[src/rtl/dnn_result_reader.sv]
// Host-side sequencer for the MNIST engine: clear, start, wait for done, scan outputs, return signed argmax.
// Define DNN_TIMEOUT_EN to build the WAIT watchdog; otherwise res_err is tied to 0.
module dnn_result_reader #(
    parameter int DATA_WIDTH     = 4,
    parameter int NUM_CLASSES    = 10,
    parameter int IDX_WIDTH      = 4,
    parameter int TIMEOUT_CYCLES = 65535
) (
    input  logic                         clk,
    input  logic                         rst,
    input  logic                         req_valid,
    output logic                         req_ready,
    output logic                         eng_reset,
    output logic                         eng_start,
    input  logic                         eng_done,
    output logic [IDX_WIDTH-1:0]         out_idx,
    input  logic signed [DATA_WIDTH-1:0] out,
    output logic                         res_valid,
    input  logic                         res_ready,
    output logic [IDX_WIDTH-1:0]         res_class,
    output logic signed [DATA_WIDTH-1:0] res_score,
    output logic                         res_err
);

    if ((2**IDX_WIDTH < NUM_CLASSES) || (NUM_CLASSES < 1) || (TIMEOUT_CYCLES < 1)) begin : g_bad_params
        $error("dnn_result_reader: inconsistent parameters");
    end

    typedef enum logic [2:0] {
        S_IDLE, S_CLR, S_START, S_WAIT, S_SCAN, S_DRAIN, S_RESULT
    } state_t;

    localparam logic [IDX_WIDTH-1:0] LAST_IDX = IDX_WIDTH'(NUM_CLASSES - 1);

    state_t                         state;
    logic                           wait_first;
    logic                           s_vld;
    logic [IDX_WIDTH-1:0]           s_idx;
    logic signed [DATA_WIDTH-1:0]   s_val;
    logic signed [DATA_WIDTH-1:0]   max_q;
    logic [IDX_WIDTH-1:0]           arg_q;
    logic                           upd;
    logic signed [DATA_WIDTH-1:0]   nmax;
    logic [IDX_WIDTH-1:0]           narg;

`ifdef DNN_TIMEOUT_EN
    localparam int TO_W = $clog2(TIMEOUT_CYCLES + 1);
    logic [TO_W-1:0] to_cnt;
    logic            err_q;
    assign res_err = err_q;
`else
    assign res_err = 1'b0;
`endif

    // Index 0 loads unconditionally; strict > keeps the lowest index on ties.
    always_comb begin
        upd  = s_vld && ((s_idx == '0) || (s_val > max_q));
        nmax = upd ? s_val : max_q;
        narg = upd ? s_idx : arg_q;
    end

    always_ff @(posedge clk or negedge rst) begin
        if (!rst) begin
            state      <= S_IDLE;
            req_ready  <= 1'b1;
            eng_reset  <= 1'b0;
            eng_start  <= 1'b0;
            out_idx    <= '0;
            res_valid  <= 1'b0;
            res_class  <= '0;
            res_score  <= '0;
            wait_first <= 1'b0;
            s_vld      <= 1'b0;
            s_idx      <= '0;
            s_val      <= '0;
            max_q      <= '0;
            arg_q      <= '0;
`ifdef DNN_TIMEOUT_EN
            to_cnt     <= '0;
            err_q      <= 1'b0;
`endif
        end else begin
            eng_reset <= 1'b0;
            eng_start <= 1'b0;
            s_vld     <= 1'b0;
            if (s_vld) begin
                max_q <= nmax;
                arg_q <= narg;
            end
            case (state)
                S_IDLE: begin
                    if (req_valid) begin
                        req_ready <= 1'b0;
                        eng_reset <= 1'b1;
                        state     <= S_CLR;
                    end
                end
                S_CLR: begin
                    eng_start <= 1'b1;
                    state     <= S_START;
                end
                S_START: begin
                    wait_first <= 1'b1;
`ifdef DNN_TIMEOUT_EN
                    to_cnt     <= '0;
`endif
                    state      <= S_WAIT;
                end
                S_WAIT: begin
                    // A done level left over from the previous run is masked for one cycle.
                    wait_first <= 1'b0;
                    if (!wait_first && eng_done) begin
                        state <= S_SCAN;
                    end
`ifdef DNN_TIMEOUT_EN
                    else if (to_cnt == TO_W'(TIMEOUT_CYCLES - 1)) begin
                        res_valid <= 1'b1;
                        res_class <= '0;
                        res_score <= '0;
                        err_q     <= 1'b1;
                        state     <= S_RESULT;
                    end else begin
                        to_cnt <= to_cnt + TO_W'(1);
                    end
`endif
                end
                S_SCAN: begin
                    // out follows out_idx combinationally; capture it tagged with its index.
                    s_vld <= 1'b1;
                    s_idx <= out_idx;
                    s_val <= out;
                    if (out_idx == LAST_IDX) begin
                        out_idx <= '0;
                        state   <= S_DRAIN;
                    end else begin
                        out_idx <= out_idx + IDX_WIDTH'(1);
                    end
                end
                S_DRAIN: begin
                    res_valid <= 1'b1;
                    res_class <= narg;
                    res_score <= nmax;
`ifdef DNN_TIMEOUT_EN
                    err_q     <= 1'b0;
`endif
                    state     <= S_RESULT;
                end
                S_RESULT: begin
                    if (res_ready) begin
                        res_valid <= 1'b0;
                        req_ready <= 1'b1;
`ifdef DNN_TIMEOUT_EN
                        err_q     <= 1'b0;
`endif
                        state     <= S_IDLE;
                    end
                end
                default: begin
                    req_ready <= 1'b1;
                    out_idx   <= '0;
                    res_valid <= 1'b0;
                    state     <= S_IDLE;
                end
            endcase
        end
    end

endmodule

[config.mk]
export PLATFORM = sky130hd
export DESIGN_NAME = dnn_result_reader
export DESIGN_NICKNAME = d
export VERILOG_FILES = /design/src/rtl/dnn_result_reader.sv
export SDC_FILE = /design/constraint.sdc
export NUM_CORES = 1
export LEC_CHECK = 0
export CAP_MARGIN = 20
export CORE_MARGIN = 2
export CORE_UTILIZATION = 50
export CTS_BUF_LIST = sky130_fd_sc_hd__clkbuf_8
export DETAILED_ROUTE_END_ITERATION = 10
export HOLD_SLACK_MARGIN = 0.12
export PLACE_DENSITY_LB_ADDON = 0.25
export SYNTH_ARGS = -nofsm -noshare
export SYNTH_HDL_FRONTEND = slang
export SYNTH_SLANG_ARGS = --single-unit
[constraint.sdc]
create_clock -name clk -period 4.8 [get_ports clk]
set_clock_uncertainty 0.1 [all_clocks]
set_input_delay 0.48 -clock clk [delete_from_list [all_inputs] [get_ports clk]]
set_output_delay 0.48 -clock clk [all_outputs]
set_load 0.01 [all_outputs]
After elaboration in Yosys (flattened, before gate mapping)
Cells that the tools add are included.

storage, ports and cells
  input port bits = 9
  logic and storage cells = 61
  output and inout port bits = 17
  bits in registers = 37

operators by class
  equality and inequality tests = 11
  reduce and logical (&&, ||, !) cells = 13
  order comparisons = 1
  multiplexer cells = 19
  bitwise logic cells = 2
  $add $sub $neg = 1

operators by type and width
  cell                                           count
  case mux 3 bit (7 select lines)                1
  2-to-1 mux 3 bit                               4
  2-to-1 mux 4 bit                               3
  OR reduction 5 bit                             2
  == test 3 bit, second input constant           3
  != test 2 bit, second input constant           4
  case mux 4 bit (2 select lines)                1
  2-to-1 mux 1 bit                               7
  == test 3 x 2 -> 1 bit, second input constant  2
  case mux 1 bit (3 select lines)                2
  OR reduction 6 bit                             1
  adder 4 x 1 -> 4 bit, second input constant    1
  == test 4 bit, second input constant           1
  greater-than comparator 4 bit                  1
  zero test 4 bit                                1
  AND reduction 4 bit                            1
  == test 3 x 1 -> 1 bit, second input constant  1
  zero test 3 bit                                1
  AND reduction 3 bit                            1
  logical AND 1 bit                              2
  NOT 1 bit                                      2
  case mux 1 bit (2 select lines)                1
  AND reduction 2 bit                            1
  nonzero test 2 bit                             1
  2 further kinds                                2

Depth between registers and ports, before layout
Gate-level depths: netlist of run 1.

  word-level depth = 4
  mapped depth = 7
  gate-level depth less buffers = 7

Worst setup path before layout of run 1
OpenSTA, ideal clock, no wires.

  kind = register to register
  start point = register s_val[3]
  end point = register res_score[0]
  arrival time = 1.872 ns
  data required time = 4.575 ns
  path buffers = 0
  period minus slack after synthesis = 2.097 ns
  library setup time = 0.125 ns
  cell stages (with the launch flop) = 7
  slack = 2.703 ns
  cell sequence = dfrtp_1 ha_1 nor3b_1 nor2b_1 a211o_4 mux2_4 mux2_4

between the ends
  longest elaborated chain between the ends = 4

ends and longest elaborated chain
  item                           line  text
  start: declaration             39    logic signed [DATA_WIDTH-1:0] s_val;
  start signal: assignment       131   s_val <= out;
  greater-than comparator 4 bit  57    upd = s_vld && ((s_idx == '0) || (s_val > max_q));
  logical OR 1 bit               57
  logical AND 1 bit              57
  2-to-1 mux 4 bit               58    nmax = upd ? s_val : max_q;
  end signal: assignment         142   res_score <= nmax;
  end: declaration               21    output logic signed [DATA_WIDTH-1:0] res_score,

Every way passes these cells.
A chain may end at the register's enable or synchronous reset.

Final worst setup path of run 1
Ends and elaborated chain as after synthesis.

==> metrics.md, run 1 <==
| Metric | Value |
|---|---|
| Largest net degree at the start of global routing | `38` |
| Wire per inst | `13.9 microns` |
| Place WS | `2.60 ns` |
| Most common cell in the netlist | `dfrtp_1` |
| Worst path slowest cell | `dfrtp_1` |
| Core ar. | `3340 sq um` |
| Final Non-Filler Cells | `219` |
| Relative slew slack | `60.5%` |
| # diodes | `0` |
| Clock tree buffer depth | `2` |
| Commonest cells post-synth | `36 x dfrtp_1, 13 x nand2_1, 11 x mux2_2` |
| Post-route ant nets | `0` |
| Final TNS setup | `0 ns` |
| Startpoint Class | `register` |
| WL final | `3.05 mm` |
| Endpoints failing setup | `0` |
| Die width | `62.9 microns` |
| Post-Syn Instances | `146` |
| Seq/Total Area, Yosys | `53.4%` |
| Final period utilization | `46.0%` |
| Ports | `26` |
| Synth Cell Area | `1740 sq um` |
| Final Hold Fails | `0` |
| Avg Cell Area, Syn | `11.9 sq um` |
| Area leader, netlist | `dfrtp_1` |
| Synth Net Count | `161` |
| Largest stage delay, worst path | `0.40 ns` |
| Yosys top cell area share | `51.9%` |
| FFs w/ async S/R, synth | `100%` |
| Critical-path cell list | `ha_1 -> nor3b_1 -> nor2b_1 -> a211o_4 -> mux2_4 -> mux2_4` |
| DR pass1 iterations | `4` |
| Initial core utilization | `52.0%` |
| CP endpoint kind | `register` |
| DP Area | `2020 sq um` |
| GRT overflow | `0` |
| Cts repair resizes | `0` |
| Internal power | `0.887 mW` |
| Clock Latency Late Sink | `0.28 ns` |
| CTS clk-pin slew, worst paths | `0.07 ns` |
| Sw Share | `34.6%` |
| Vias/cell | `5.21` |
| Area grow syn2layout | `22.0%` |
| Max cap viols | `0` |
| Seq pwr share | `41.0%` |
| H-tree depth | `2` |
| Slew Limit Fails | `0` |
| Chip height | `62.9 microns` |
| Post-CTS Hold Buffers | `0` |
| Post-synth cell types | `34` |
| Status | `completed` |
| Comb pwr share | `41.9%` |
| Top cell by count, worst path | `mux2_4` |
| Peak Freq | `0.452 GHz` |
| Cts bufs inserted | `5` |
| Dpl cells | `211` |
| Share of post-route cells with drive strength above 1 | `20.2%` |
| Critical path arrival | `2.28 ns` |
| CP required | `4.87 ns` |
| HPWL Detailed | `2.25 mm` |
| Number of synthesized register bits | `37` |
| Setup Buffers After CTS | `0` |
| Top_reg_cell synth | `dfrtp_1` |
| Vias in the first global route | `1164` |
| Reg2reg setup slack | `2.59 ns` |
| Crit path kind | `register to register` |
| Total number of vias | `1141` |
| CTS root buffer | `clkbuf_8` |
| Tmin final | `2.21 ns` |
| P_leak | `0.975 nW` |
| Syn. warnings | `0` |
| Worst Tran Pin Value | `0.587 ns` |
| P_sw | `0.469 mW` |
| Final Cell Area | `2120 sq um` |
| Pwr Density | `640 nW/um^2` |
| Clock power frac | `17.1%` |
| Number of synthesized flops with an enable pin | `0` |
| Crit Path Max Fanout | `6` |
| Synth top area cells | `dfrtp_1 52%, mux2_2 7.1%, mux2_4 6.9%, ha_1 4.3%, o21ai_0 2.9%` |
| First-iteration detailed-routing DRC count | `33` |
| Final net count | `187` |
| RSZ-0062 raised after global routing | `no` |
| PortBufs | `24` |
| Worst VDD drop | `0.343 mV` |
| First-pass GRT wire length | `5.45 mm` |
| Final setup margin | `2.59 ns` |
| CTS Sinks | `37` |
| Initial antenna violation count | `0` |
| Cell row count | `21` |
| Routability cong. | `0.731` |
| Number of remaining DRC errors | `0` |
| CTS tree | `built` |
| Total GRT Usage | `17.8%` |
| DIE AREA | `3960 sq um` |
| Worst min-delay path category | `register to register` |
-- cells in the final DEF (no fill, tap or decap), drive strengths merged --
cell type and instances:
conb 1, and2 1, nand3 3, clkbuf 7, nor4 1, nand4 1, o211a 1, mux2i 4
a21oi 5, nand2b 5, xor2 1, o21a 2, dfrtp 36, a21boi 1, inv 6, o21bai 1
o211ai 1, or3b 1, nor3b 2, o21ai 10, or3 1, clkdlybuf4s50 24, mux2 19, clkinv 1
nand2 13, a211o 1, nor2 8, a21o 1, dfstp 1, buf 2, nor2b 4, ha 6
a32o 2
-- cell families after synthesis --
kind of cell               count (synthesis)  synth area share, %
DFF                                       37                 53.4
muxes                                     23                 16.4
xor gates and xnor gates                   1                0.504
buffers and inverters                     13                 3.10
adders and majority gates                  6                 4.32
AOI/OAI and AO/OA                         25                 9.80
and+or+nand+nor                           40                 12.3
other                                      1                0.216
-- layout make-up --
cell class              count  area, sq um
multi-input cells          96          756
well taps                  46         57.6
repair buffers             26          255
fillers                   272         1220
inverters                   6         22.5
clock inverters             1         5.00
flip-flops and latches     37          927
clock buffers               7         96.3
-- per-layer routing --
metal | part of all wire (%) | routed length, microns | global-route usage (%) | up-vias
met5 | 0 | 0 | 0 | -
met4 | 0.75 | 23 | 4.17 | 0
met3 | 3.7 | 112 | 5.77 | 4
met2 | 51 | 1570 | 29.1 | 18
met1 | 44 | 1350 | 22.8 | 566
li1 | - | - | - | 553
-- worst max-delay path, delay by kind of cell, from the launching register on --
family                     cells  cell delay (ns)
and+or+nand+nor                2             0.29
adders and majority gates      1             0.33
DFF                            1             0.40
muxes                          2             0.58
AOI/OAI and AO/OA              1             0.39
-- state kept, by name, indices dropped and copies added, names as in the netlist --
name	flops
eng_reset	1
arg_q	4
res_score	4
req_ready	1
out_idx	4
res_class	4
state	3
s_val	4
wait_first	1
s_idx	4
eng_start	1
s_vld	1
max_q	4
res_valid	1
-- path summary, 6_finish.rpt --
check | from | endpoint | cells past startpoint
hold reg to reg | arg_q[1] | arg_q[1] | 1
hold / removal | arg_q[1] | arg_q[1] | 1
setup reg to reg | s_val[3] | res_score[0] | 6
setup / recovery | s_val[3] | res_score[0] | 6
max in group asynchronous | rst | req_ready | 2
min in group asynchronous | rst | s_idx[3] | 2
-- power groups by stage --
stage                     Combinational [mW]  Sequential [mW]  Clock [mW]
final                                  0.568            0.555       0.232
after global routing                   0.627            0.578       0.257
after CTS                              0.579            0.556       0.239
after detailed placement               0.578            0.559           0
after global placement                 0.552            0.555           0
after floorplan                        0.401            0.531           0
-- stage by stage --
stage | hold slack, ns | utilization (%) | power (mW)
after floorplan | 0.0844 | - | 0.933
after global placement | 0.378 | 60.5 | 1.11
after detailed placement | 0.379 | 60.5 | 1.14
after CTS | 0.395 | 63.5 | 1.37
after global routing | 0.413 | 63.5 | 1.46
final | 0.391 | 63.5 | 1.36
Power figures use the tool's default switching activity.
==> run 2: changes to the inputs <==
clock period = 2.2 ns   (was 4.8 ns; I/O delays follow)
==> metrics.md, run 2 (synthesized netlist as in run 1, its figures left out) <==
| Metric | Value |
|---|---|
| Worst VDD drop | `0.638 mV (+86%)` |
| Core ar. | `3340 sq um (unchanged)` |
| Pwr Density | `1450 nW/um^2 (+130%)` |
| Reg2reg setup slack | `0.07 ns (-2.52 ns)` |
| Final net count | `190 (+1.6%)` |
| Vias in the first global route | `1140 (-2.1%)` |
| Commonest cells after routing, fill and taps aside | `36 x dfrtp_1, 24 x clkdlybuf4s50_1, 13 x nand2_1, 11 x mux2_2, 9 x o21ai_0` |
| Clock tree buffer depth | `2 (unchanged)` |
| First-iteration detailed-routing DRC count | `53 (+61%)` |
| Crit path kind | `register to register` |
| DIE AREA | `3960 sq um (unchanged)` |
| P_sw | `1.06 mW (+130%)` |
| Endpoints failing setup | `0 (unchanged)` |
| FF-to-FF End | `res_score[0]` |
| Slew Limit Fails | `0 (unchanged)` |
| Worst min-delay path category | `primary input to asynchronous set/reset pin` |
| Area grow syn2layout | `25.1%` |
| HPWL Detailed | `2.26 mm (+0.76%)` |
| Status | `completed` |
| CP endpoint kind | `register` |
| Ports | `26 (unchanged)` |
| Routability cong. | `0.723 (-1.2%)` |
| Sw Share | `33.6% (-0.98 points)` |
| Post-route ant nets | `0 (unchanged)` |
| Worst-case reg-to-reg path depth | `7 (+1)` |
| CTS root buffer | `clkbuf_8` |
| RSZ-0062 raised after global routing | `no` |
| WL final | `3.10 mm (+1.6%)` |
| Crit Path Max Fanout | `6 (unchanged)` |
| Number of remaining DRC errors | `0 (unchanged)` |
| Chip height | `62.9 microns (unchanged)` |
| Clock power frac | `19.1% (+2.0 points)` |
| CTS Sinks | `37 (unchanged)` |
| Final core utilization | `65.1% (+1.6 points)` |
| Total Power | `3.15 mW (+130%)` |
| Final Hold Fails | `0 (unchanged)` |
| Die width | `62.9 microns (unchanged)` |
| Peak Freq | `0.469 GHz (+3.7%)` |
| Startpoint Class | `register` |
| Clock Latency Late Sink | `0.29 ns (about the same)` |
| Most common cell after layout, fill and taps aside | `dfrtp_1` |
| Internal power | `2.09 mW (+140%)` |
| Fill count | `251 (-7.7%)` |
| Final period utilization | `96.9% (+51 points)` |
| # diodes | `0 (unchanged)` |
| Final TNS setup | `0 ns (unchanged)` |
| Max cap viols | `0 (unchanged)` |
| H-tree depth | `2 (unchanged)` |
| Worst r2r src | `max_q[3]` |
| Cts bufs inserted | `5 (unchanged)` |
| Wire per inst | `14.0 microns (+0.23%)` |
| P_leak | `0.992 nW (+1.8%)` |
| Largest net degree at the start of global routing | `38 (unchanged)` |
| Relative slew slack | `57.9% (-2.5 points)` |
| Initial core utilization | `52.0% (unchanged)` |
| Initial antenna violation count | `0 (unchanged)` |
| CP required | `2.28 ns (-2.59 ns)` |
| Comb pwr share | `42.9% (+1.0 points)` |
| Worst Tran Pin Value | `0.624 ns (+0.0376 ns)` |
| Seq pwr share | `38.0% (-3.0 points)` |
| First-pass GRT wire length | `5.02 mm (-7.9%)` |
| Total number of vias | `1164 (+2.0%)` |
| Tmin final | `2.13 ns (-0.0788 ns)` |
| Vias/cell | `5.24 (+0.64%)` |
| Critical path arrival | `2.21 ns (-0.07 ns)` |
| GRT overflow | `0 (unchanged)` |
| PortBufs | `24 (unchanged)` |
| Cell row count | `21 (unchanged)` |
| Total GRT Usage | `16.7% (-1.1 points)` |
| Share of post-route cells with drive strength above 1 | `22.2% (+1.9 points)` |
| CTS clk-pin slew, worst paths | `0.07 ns (about the same)` |
| Post-CTS Hold Buffers | `0 (unchanged)` |
| DR pass1 iterations | `4 (unchanged)` |
| CTS tree | `built` |
-- run 2: cell types whose count changed in the layout (fill, tap and decap cells not counted) --
cell        previous run  this run
bufinv_16              0         1
clkinvlp_4             0         1
ha_1                   6         5
o21ai_0               10         9
buf_4                  2         5
clkbuf_8               7         6
o21ai_1                0         1
clkinv_2               1         0
ha_4                   0         1
-- run 2: how the worst max path moves through the flow --
stage | cells past startpoint | slack (ns) | from | end
after floorplan | 6 | 0.10 | s_val[3] | res_score[0]
after global placement | 6 | 0.05 | s_val[3] | res_score[1]
after detailed placement | 6 | 0.01 | s_val[3] | res_score[3]
after CTS | 6 | 0.003 | s_val[3] | res_score[1]
after global routing | 7 | 0.002 | max_q[3] | res_score[1]
final | 7 | 0.07 | max_q[3] | res_score[0]
-- run 2: timing repair --
| item | 4_1_cts | 5_1_grt |
|---|---|---|
| endpoints found under the setup margin | 0 | 6 |
| buffers inserted | 0 | 1 |
| resized for setup | 0 | 2 |
-- run 2: through the flow --
stage	area, sq um	instances	hold slack, ns	setup slack (ns)
2_1_floorplan	1740	146	-0.176	0.103
3_3_place_gp	2030	213	0.380	0.0546
3_5_place_dp	2030	213	0.387	0.0121
4_1_cts	2150	221	0.253	0.00283
5_1_grt	2170	222	0.298	0.00196
6_report	2170	222	0.244	0.0684
-- run 2: metal layers --
layer	global-route usage (%)	vias up	share of wire (%)
met2	28.2	20	51
met3	6.13	9	3.9
met1	18.9	573	43
li1	-	562	-
met4	7.22	0	1.8
met5	0	-	0
-- run 2: layout make-up --
class,count,area (sq um),share of cell area [%]
flip-flops and latches,37,927,42.7
multi-input cells,96,768,35.3
repair buffers,29,278,12.8
clock buffers,6,82.6,3.80
well taps,46,57.6,2.65
clock inverters,2,37.5,1.73
inverters,6,22.5,1.04
-- run 2: power by group through the flow --
stage	logic, mW	clock network [mW]	registers [mW]
after floorplan	0.876	0	1.16
after global placement	1.26	0	1.19
after detailed placement	1.32	0	1.20
after CTS	1.32	0.620	1.20
after global routing	1.49	0.650	1.24
final	1.35	0.603	1.20
-- run 2: critical path, cell delays in order (launching register included) --
cell     delay (ns)
dfrtp_1        0.39
inv_1          0.09
ha_4           0.21
nor3b_1        0.14
nor2b_1        0.14
a211o_4        0.38
mux2_4         0.32
mux2_4         0.25
==> run 3: changes to the inputs <==
ABC_AREA = 0   (was not set)
==> results of run 3 <==
The final DEF is identical to that of run 2; final timing and power are the same.
